$ cat config.mk
export PLATFORM = sky130hd
export DESIGN_NAME = regfile_write_arbiter
export DESIGN_NICKNAME = d
export VERILOG_FILES = /design/src/rtl/regfile_write_arbiter_pkg.sv /design/src/rtl/regfile_wr_fifo.sv /design/src/rtl/regfile_write_arbiter.sv
export SDC_FILE = /design/constraint.sdc
export NUM_CORES = 1
export LEC_CHECK = 0
export ABC_AREA = 0
export CAP_MARGIN = 20
export CORE_UTILIZATION = 40
export CTS_CLUSTER_DIAMETER = 60
export DETAILED_ROUTE_END_ITERATION = 8
export GPL_TIMING_DRIVEN = 0
export PLACE_DENSITY_LB_ADDON = 0.25
export SYNTH_ARGS = -nofsm -noshare
export SYNTH_HDL_FRONTEND = slang
export SYNTH_HIERARCHICAL = 1
export SYNTH_SLANG_ARGS = --single-unit
$ cat constraint.sdc
create_clock -name clk -period 4.7 [get_ports clk]
set_input_delay 1.41 -clock clk [delete_from_list [all_inputs] [get_ports clk]]
set_output_delay 1.41 -clock clk [all_outputs]
set_load 0.03 [all_outputs]
$ cat src/rtl/regfile_write_arbiter_pkg.sv
// Shared defaults and constants for the register-file write arbiter slice.
package regfile_write_arbiter_pkg;

  localparam int unsigned DEF_DATA_W = 32;
  localparam int unsigned DEF_REG_AW = 5;
  // Architectural zero register; writes to it are discarded.
  localparam int unsigned X0_IDX     = 0;

endpackage

$ cat src/rtl/regfile_wr_fifo.sv
// Synchronous {rd,data} FIFO with occupancy count and a per-entry valid/rd view.
module regfile_wr_fifo
  import regfile_write_arbiter_pkg::*;
#(
  parameter int unsigned DATA_W = DEF_DATA_W,
  parameter int unsigned REG_AW = DEF_REG_AW,
  parameter int unsigned DEPTH  = 4
) (
  input  logic                           clk,
  input  logic                           rst,
  input  logic                           push,
  input  logic [REG_AW-1:0]              push_rd,
  input  logic [DATA_W-1:0]              push_data,
  input  logic                           pop,
  output logic [REG_AW-1:0]              head_rd,
  output logic [DATA_W-1:0]              head_data,
  output logic [$clog2(DEPTH):0]         count,
  output logic [DEPTH-1:0]               entry_valid,
  output logic [DEPTH-1:0][REG_AW-1:0]   entry_rd
);

  localparam int unsigned PTR_W = $clog2(DEPTH);
  localparam int unsigned CNT_W = PTR_W + 1;

  logic [REG_AW-1:0] mem_rd   [DEPTH];
  logic [DATA_W-1:0] mem_data [DEPTH];
  logic [PTR_W-1:0]  wr_ptr;
  logic [PTR_W-1:0]  rd_ptr;

  // Pointers wrap naturally because DEPTH is a power of two.
  always_ff @(posedge clk) begin
    if (rst) begin
      wr_ptr <= '0;
      rd_ptr <= '0;
      count  <= '0;
    end else begin
      if (push) wr_ptr <= wr_ptr + PTR_W'(1);
      if (pop)  rd_ptr <= rd_ptr + PTR_W'(1);
      case ({push, pop})
        2'b10:   count <= count + CNT_W'(1);
        2'b01:   count <= count - CNT_W'(1);
        default: count <= count;
      endcase
    end
  end

  always_ff @(posedge clk) begin
    if (push) begin
      mem_rd[wr_ptr]   <= push_rd;
      mem_data[wr_ptr] <= push_data;
    end
  end

  assign head_rd   = mem_rd[rd_ptr];
  assign head_data = mem_data[rd_ptr];

  // Slot i is live when its distance from the head is below the occupancy.
  always_comb begin
    entry_valid = '0;
    entry_rd    = '0;
    for (int unsigned i = 0; i < DEPTH; i++) begin
      entry_valid[i] = {1'b0, PTR_W'(i) - rd_ptr} < count;
      entry_rd[i]    = mem_rd[i];
    end
  end

endmodule

$ cat src/rtl/regfile_write_arbiter.sv
// Arbitrates the single register-bank write port between WB and a buffered late-response unit.
module regfile_write_arbiter
  import regfile_write_arbiter_pkg::*;
#(
  parameter int unsigned DATA_W       = DEF_DATA_W,
  parameter int unsigned REG_AW       = DEF_REG_AW,
  parameter int unsigned FIFO_DEPTH   = 4,
  parameter int unsigned STARVE_LIMIT = 3
) (
  input  logic                          clk,
  input  logic                          rst,
  input  logic                          wb_valid,
  input  logic [REG_AW-1:0]             wb_rd,
  input  logic [DATA_W-1:0]             wb_data,
  output logic                          wb_ready,
  input  logic                          lsu_valid,
  input  logic [REG_AW-1:0]             lsu_rd,
  input  logic [DATA_W-1:0]             lsu_data,
  output logic                          lsu_ready,
  output logic                          rf_we,
  output logic [REG_AW-1:0]             rf_rd,
  output logic [DATA_W-1:0]             rf_data,
  output logic [$clog2(FIFO_DEPTH):0]   fifo_count,
  output logic [2**REG_AW-1:0]          pend_mask
);

  localparam int unsigned CNT_W = $clog2(FIFO_DEPTH) + 1;
  localparam int unsigned AGE_W = $clog2(STARVE_LIMIT + 1);

  logic [AGE_W-1:0]                  age;
  logic                              fifo_nonempty;
  logic                              starved;
  logic                              wb_wr;
  logic                              push;
  logic                              pop;
  logic [REG_AW-1:0]                 head_rd;
  logic [DATA_W-1:0]                 head_data;
  logic [FIFO_DEPTH-1:0]             entry_valid;
  logic [FIFO_DEPTH-1:0][REG_AW-1:0] entry_rd;

  assign fifo_nonempty = fifo_count != '0;
  assign starved       = fifo_nonempty && (age >= AGE_W'(STARVE_LIMIT));
  assign wb_ready      = !rst && !starved;
  assign lsu_ready     = !rst && (fifo_count < CNT_W'(FIFO_DEPTH));

  // x0 requests still handshake but never reach the bank or the buffer.
  assign wb_wr = wb_valid && wb_ready && (wb_rd != REG_AW'(X0_IDX));
  assign push  = lsu_valid && lsu_ready && (lsu_rd != REG_AW'(X0_IDX));
  assign pop   = !rst && !wb_wr && fifo_nonempty;

  regfile_wr_fifo #(
    .DATA_W (DATA_W),
    .REG_AW (REG_AW),
    .DEPTH  (FIFO_DEPTH)
  ) u_fifo (
    .clk         (clk),
    .rst         (rst),
    .push        (push),
    .push_rd     (lsu_rd),
    .push_data   (lsu_data),
    .pop         (pop),
    .head_rd     (head_rd),
    .head_data   (head_data),
    .count       (fifo_count),
    .entry_valid (entry_valid),
    .entry_rd    (entry_rd)
  );

  // WB wins unless the buffered head has aged out; idle cycles hold rd/data.
  always_ff @(posedge clk) begin
    if (rst) begin
      rf_we   <= 1'b0;
      rf_rd   <= '0;
      rf_data <= '0;
      age     <= '0;
    end else begin
      rf_we <= wb_wr || pop;
      if (wb_wr) begin
        rf_rd   <= wb_rd;
        rf_data <= wb_data;
        if (fifo_nonempty && (age < AGE_W'(STARVE_LIMIT))) age <= age + AGE_W'(1);
      end else if (pop) begin
        rf_rd   <= head_rd;
        rf_data <= head_data;
        age     <= '0;
      end
    end
  end

  always_comb begin
    pend_mask = '0;
    for (int unsigned i = 0; i < FIFO_DEPTH; i++) begin
      if (entry_valid[i]) pend_mask[entry_rd[i]] = 1'b1;
    end
  end

endmodule

== Yosys cells after proc, flatten, opt, wreduce, memory -nomap -nowiden ==
Memories as Yosys holds them, arrays and structs flattened. A register that Yosys moved wholly into a read port is not among the register bits.
Index checks and enable logic that the tools add are counted.
Widths: inputs -> output; s select.
Word-level totals
  register bits after elaboration: 47
  memory bits (writable): 148
  input port bits: 78
  output and inout port bits: 75
  logic and storage cells: 89
  memories: 2
Operators by class
  $add $sub $neg: 9
  order comparisons: 15
  equality and inequality tests: 3
  mux-type cells: 26
  bitwise operators: 3
  reductions and logical operators: 24
Memories
  u_fifo.mem_data: words 4, width 32, read ports 1, clocked after memory_dff 1, wr ports 1, RTL line regfile_wr_fifo.sv:26  | logic [DATA_W-1:0] mem_data [DEPTH];
  u_fifo.mem_rd: words 4, width 5, read ports 5, clocked after memory_dff 1, wr ports 1, RTL line regfile_wr_fifo.sv:25  | logic [REG_AW-1:0] mem_rd [DEPTH];
Operators by type and width (count)
  $mux 32: 6
  $or 32x32->32: 3
  $lt 5x6->1 const B: 4
  $demux 1 s5: 4
  $ge 5x1->1 const B: 4
  $logic_and 1x1->1: 14
  $mux 2: 7
  $lt 2x3->1: 4
  $mux 5: 2
  $reduce_bool 5->1: 2
  $add 2x1->2 const B: 3
  $mux 1: 6
  $pmux 3 s2: 1
  $reduce_bool 2->1: 2
  $sub 1x2->2 const A: 2
  $sub 2x2->2 const A: 2
  $add 3x1->3 const B: 1
  $logic_not 1->1: 3
  $lt 3x3->1 const B: 1
  $reduce_bool 3->1: 1
  $sub 3x1->3 const B: 1
  $eq 2x1->1 const B: 1
  $eq 2x2->1 const B: 1
  $ge 2x2->1 const B: 1
  4 further kinds: 4

== Depth between registers and ports, before layout ==
  depth in word-level cells: 11
  mapped depth: 11
  gate-level depth less buffers: 10

== Cells and area by module ==
The synthesis kept the hierarchy.
By module, submodules not included
  regfile_wr_fifo: times used 1, cells an instance 256, area each 5944.5 µm², seq. area each 4624.4 µm²
  regfile_write_arbiter: times used 1, cells an instance 338, area each 2966.6 µm², seq. area each 800.8 µm²

== Worst setup path after synthesis ==
Ideal clock, no wire load.
  path kind: input to register
  start: in wb_rd[1]
  end: reg u_fifo.count[2]
  setup time: 0.070 ns
  arrival time: 3.939 ns
  required time: 4.630 ns
  setup slack: 0.691 ns
  cell stages on the path: 10
  buffers on the path: 1
  cell sequence: or4_4 > o21a_1 > buf_2 > a211oi_1 > ha_1 > inv_1 > fa_1 > xor2_1 > or3_1 > a21oi_1
On the way
  word-level cells in the longest chain between the ends: 7
  elaborated cells on any way between the ends: 9
  classes of those cells: 2 x eq/ne; 1 x mux; 6 x reduce/logical
RTL lines
  from (decl): RTL line regfile_write_arbiter.sv:13  | input logic [REG_AW-1:0] wb_rd,
  $reduce_bool 5->1 (*): RTL line regfile_write_arbiter.sv:47  | assign wb_wr = wb_valid && wb_ready && (wb_rd != REG_AW'(X0_IDX));
  $logic_and 1x1->1 (*): RTL line regfile_write_arbiter.sv:47
  $logic_not 1->1 (*): RTL line regfile_write_arbiter.sv:49  | assign pop = !rst && !wb_wr && fifo_nonempty;
  $logic_and 1x1->1 (*) (2 in series): RTL line regfile_write_arbiter.sv:49
  net pop: RTL line regfile_write_arbiter.sv:35  | logic pop;
  $eq 2x1->1 / $eq 2x2->1 (equally long branches): RTL line regfile_wr_fifo.sv:39  | case ({push, pop})
  $pmux 3 s2 / $reduce_bool 2->1 (equally long branches)
  to (signal assigned): RTL line regfile_wr_fifo.sv:40  | 2'b10: count <= count + CNT_W'(1);
  to (signal assigned): RTL line regfile_wr_fifo.sv:41  | 2'b01: count <= count - CNT_W'(1);
  to (signal assigned): RTL line regfile_wr_fifo.sv:42  | default: count <= count;
  to (decl): RTL line regfile_wr_fifo.sv:17  | output logic [$clog2(DEPTH):0] count,
Mark *: on every way through the listed nets, which the timed path passes. The rest lies on a longest branch.
A chain may end at the register's enable or synchronous reset.

== Worst setup path after layout ==
Same ends and word-level chain as after synthesis.

==> results.cfg <==
[synth]
async_flop_share_pct = 0
muxShareOfSynthArea_pct = 13.9
synth_edf_count = 148
yosys.area_share.simple_pct = 7.89
synth_fa_ha_area_share_pct = 1.63
ys.flop_type = edfxtp_1
synth_area_um2 = 8910
synth-compound-area-share_pct = 11.6
syn_area_per_cell_um2 = 15.0
netlist_instances = 594
synth_cell_type_count = 52
synthesis.nets = 683
synth_seq_cells = 197
synth_xor_area_share_pct = 0.590
synth_top_family_by_area = multiplexers
yosys_warnings = 6
ys_seq_area_share_pct = 60.9

[grt]
grt_pass1_wl_um = 35400
grt_use_total_pct = 21.0
grt-ovfl-total = 0
use_met3_pct = 4.82
grt_pass1_vias = 6321
grt_use_met2_pct = 36.7
grt_max_degree = 28
antenna_found_initial = 2
met1_usage_pct = 25.5
grt-busiest-layer = met2

[timing]
tightest_slew_ps = 910
finalCriticalPeriod_ps = 4510
slew_violations = 0
max_freq_ghz = 0.222
slew-limit-headroom_pct = 39.3
hold_viol_final = 0
fin_crit_sh_pct = 96.0
finalClockSkew_ps = 7.49
setup_viol = 0
fin_setup_tns_ps = 0
rsz0062_at_grt = no

[layout]
nNetsFinal = 856
drive_gt1_share_pct = 14.6
mostFrequentLayoutCells = edfxtp_1, clkdlybuf4s50_1, nor2_1
utilization_pct = 53.1
final_common_cell = edfxtp_1
diodes = 0
area_growth_pct = 30.0

[worst_setup_path]
required_ps = 5060
crit_fanout = 10
cp_slowest_cell = a211oi_1
crit_path_end_kind = flip-flop
cp.arrival_ps = 4870
worstPathCellList = clkdlybuf4s50_1, or4_4, o21a_1, buf_2, a211oi_1, ha_1, inv_1, fa_1, xor2_1, or3_1, a21oi_1
cp-start-kind = primary input
cpPeakStageDelay_ps = 630
path_class = in2reg

[floorplanning]
die_w_um = 151
start_util_pct = 40.8
core_area_um2 = 21800
die_h_um = 151
die_area_um2 = 22900
io_pins = 153
row_count = 54

[placement]
gp_congestion = 0.890
dp_hpwl_um = 16200
io_buffer_count = 151

[clock_tree]
clock_path_buffers = 2
cts_setup_buffers = 0
clock_latency_ps = 430
clock_sinks = 197
clkTransAtPathRegs_ps = 70
numCtsBuffers = 17
htreeDepth = 4
root_buffer = clkbuf_16
cts_tree = built

[drt]
first_iter_violations = 371
dr.pass1.iters = 4
ant_nets = 0
drcViolationCount = 0
viasPerCell = 5.70
routedWlPerCell_um = 21.7
dr_total_vias = 6042
drt-total-wl_um = 23000

[pwr]
p_per_area_nw_per_um2 = 362
p_leak_uw = 0.00426
ir_drop_uv = 223

[hold_path]
min_path_type = reg2reg

[status]
status = completed

[job]
drv_cap = 0
per-stage QoR:
step	hold WS (ps)	worst slack, ps	cells	total power [uW]	area [um^2]
after CTS	518	25.6	1061	4220	11500
after global routing	532	26.1	1060	4340	11600
after floorplan	458	691	594	2480	8910
after global placement	470	-145	1025	2750	10800
after detailed placement	506	-237	1029	2770	10900
final	523	190	1060	4190	11600
final timing paths:
path	cells past startpoint	from	slack (ps)	to
setup / recovery	11	wb_rd[1]	190	u_fifo/count[2]
hold / removal	2	age[1]	520	age[1]
setup reg to reg	10	u_fifo/count[0]	1590	u_fifo/count[2]
hold reg to reg	2	age[1]	520	age[1]
sequential cells by signal, indices dropped and copies added (netlist names), named ones only:
signal           flops
rf_data             32
rf_rd                5
u_fifo/mem_data    128
age                  2
u_fifo/wr_ptr        2
rf_we                1
u_fifo/count         3
u_fifo/rd_ptr        2
u_fifo/mem_rd       20
cell usage after synthesis (3+ instances only):
cell,count,area (um^2)
dfxtp_1,49,981
a221oi_2,10,150
nor2_1,53,199
and4b_1,5,50.1
nor2b_1,12,75.1
and2_1,6,37.5
mux4_1,7,184
buf_2,12,60.1
clkbuf_1,20,75.1
nand2b_1,8,50.1
nor3_1,5,25.0
a221oi_1,27,236
buf_12,3,60.1
nand2_1,11,41.3
a21oi_1,8,40.0
inv_1,15,56.3
mux2i_1,38,380
nor4bb_1,6,60.1
buf_1,3,11.3
a22oi_1,28,210
ha_1,10,125
or2_2,5,31.3
mux4_2,30,676
o221ai_1,28,245
nand3_1,6,30.0
xnor2_1,4,35.0
buf_6,3,33.8
edfxtp_1,148,4440
o32ai_1,3,26.3
cell type report:
cell class | count | area (um^2)
Inverter | 15 | 56.3
Multi-Input combinational cell | 339 | 3270
Sequential cell | 197 | 5430
Clock buffer | 19 | 454
Fill cell | 1829 | 10200
Tap cell | 280 | 350
Buffer | 42 | 249
Timing Repair Buffer | 155 | 1630
Clock inverter | 13 | 145
layer usage:
layer / vias to the layer above / part of all wire (%)
li1: 2768 / -
met1: 3037 / 41
met2: 201 / 51
met3: 32 / 6.1
met4: 4 / 1.6
met5: - / 0.10
kinds of logic (layout without fill, tap and decap cells):
kind of cell / count (synthesis) / after routing
DFF: 197 / 197
and+or+nand+nor: 130 / 130
adders and majority gates: 11 / 11
xor gates and xnor gates: 6 / 6
AOI/OAI and AO/OA: 117 / 117
buffers and inverters: 58 / 244
muxes: 75 / 75
where the power goes:
group | internal, uW | switching [uW]
Clock | 822 | 638
Combinational | 352 | 391
Sequential | 1940 | 45.8
worst max-delay path, delay by kind of cell:
| family | cells | cell delay [ps] |
|---|---|---|
| adders and majority gates | 2 | 680 |
| buffers and inverters | 3 | 690 |
| xor gates and xnor gates | 1 | 160 |
| AOI/OAI and AO/OA | 3 | 1020 |
| and+or+nand+nor | 2 | 890 |
what timing repair did:
action | CTS | global route
endpoints found under the setup margin | 20 | 20
gates resized for setup | 13 | 22
hold buffers | 0 | 0
Note: power is estimated with default switching activity, not from simulation.
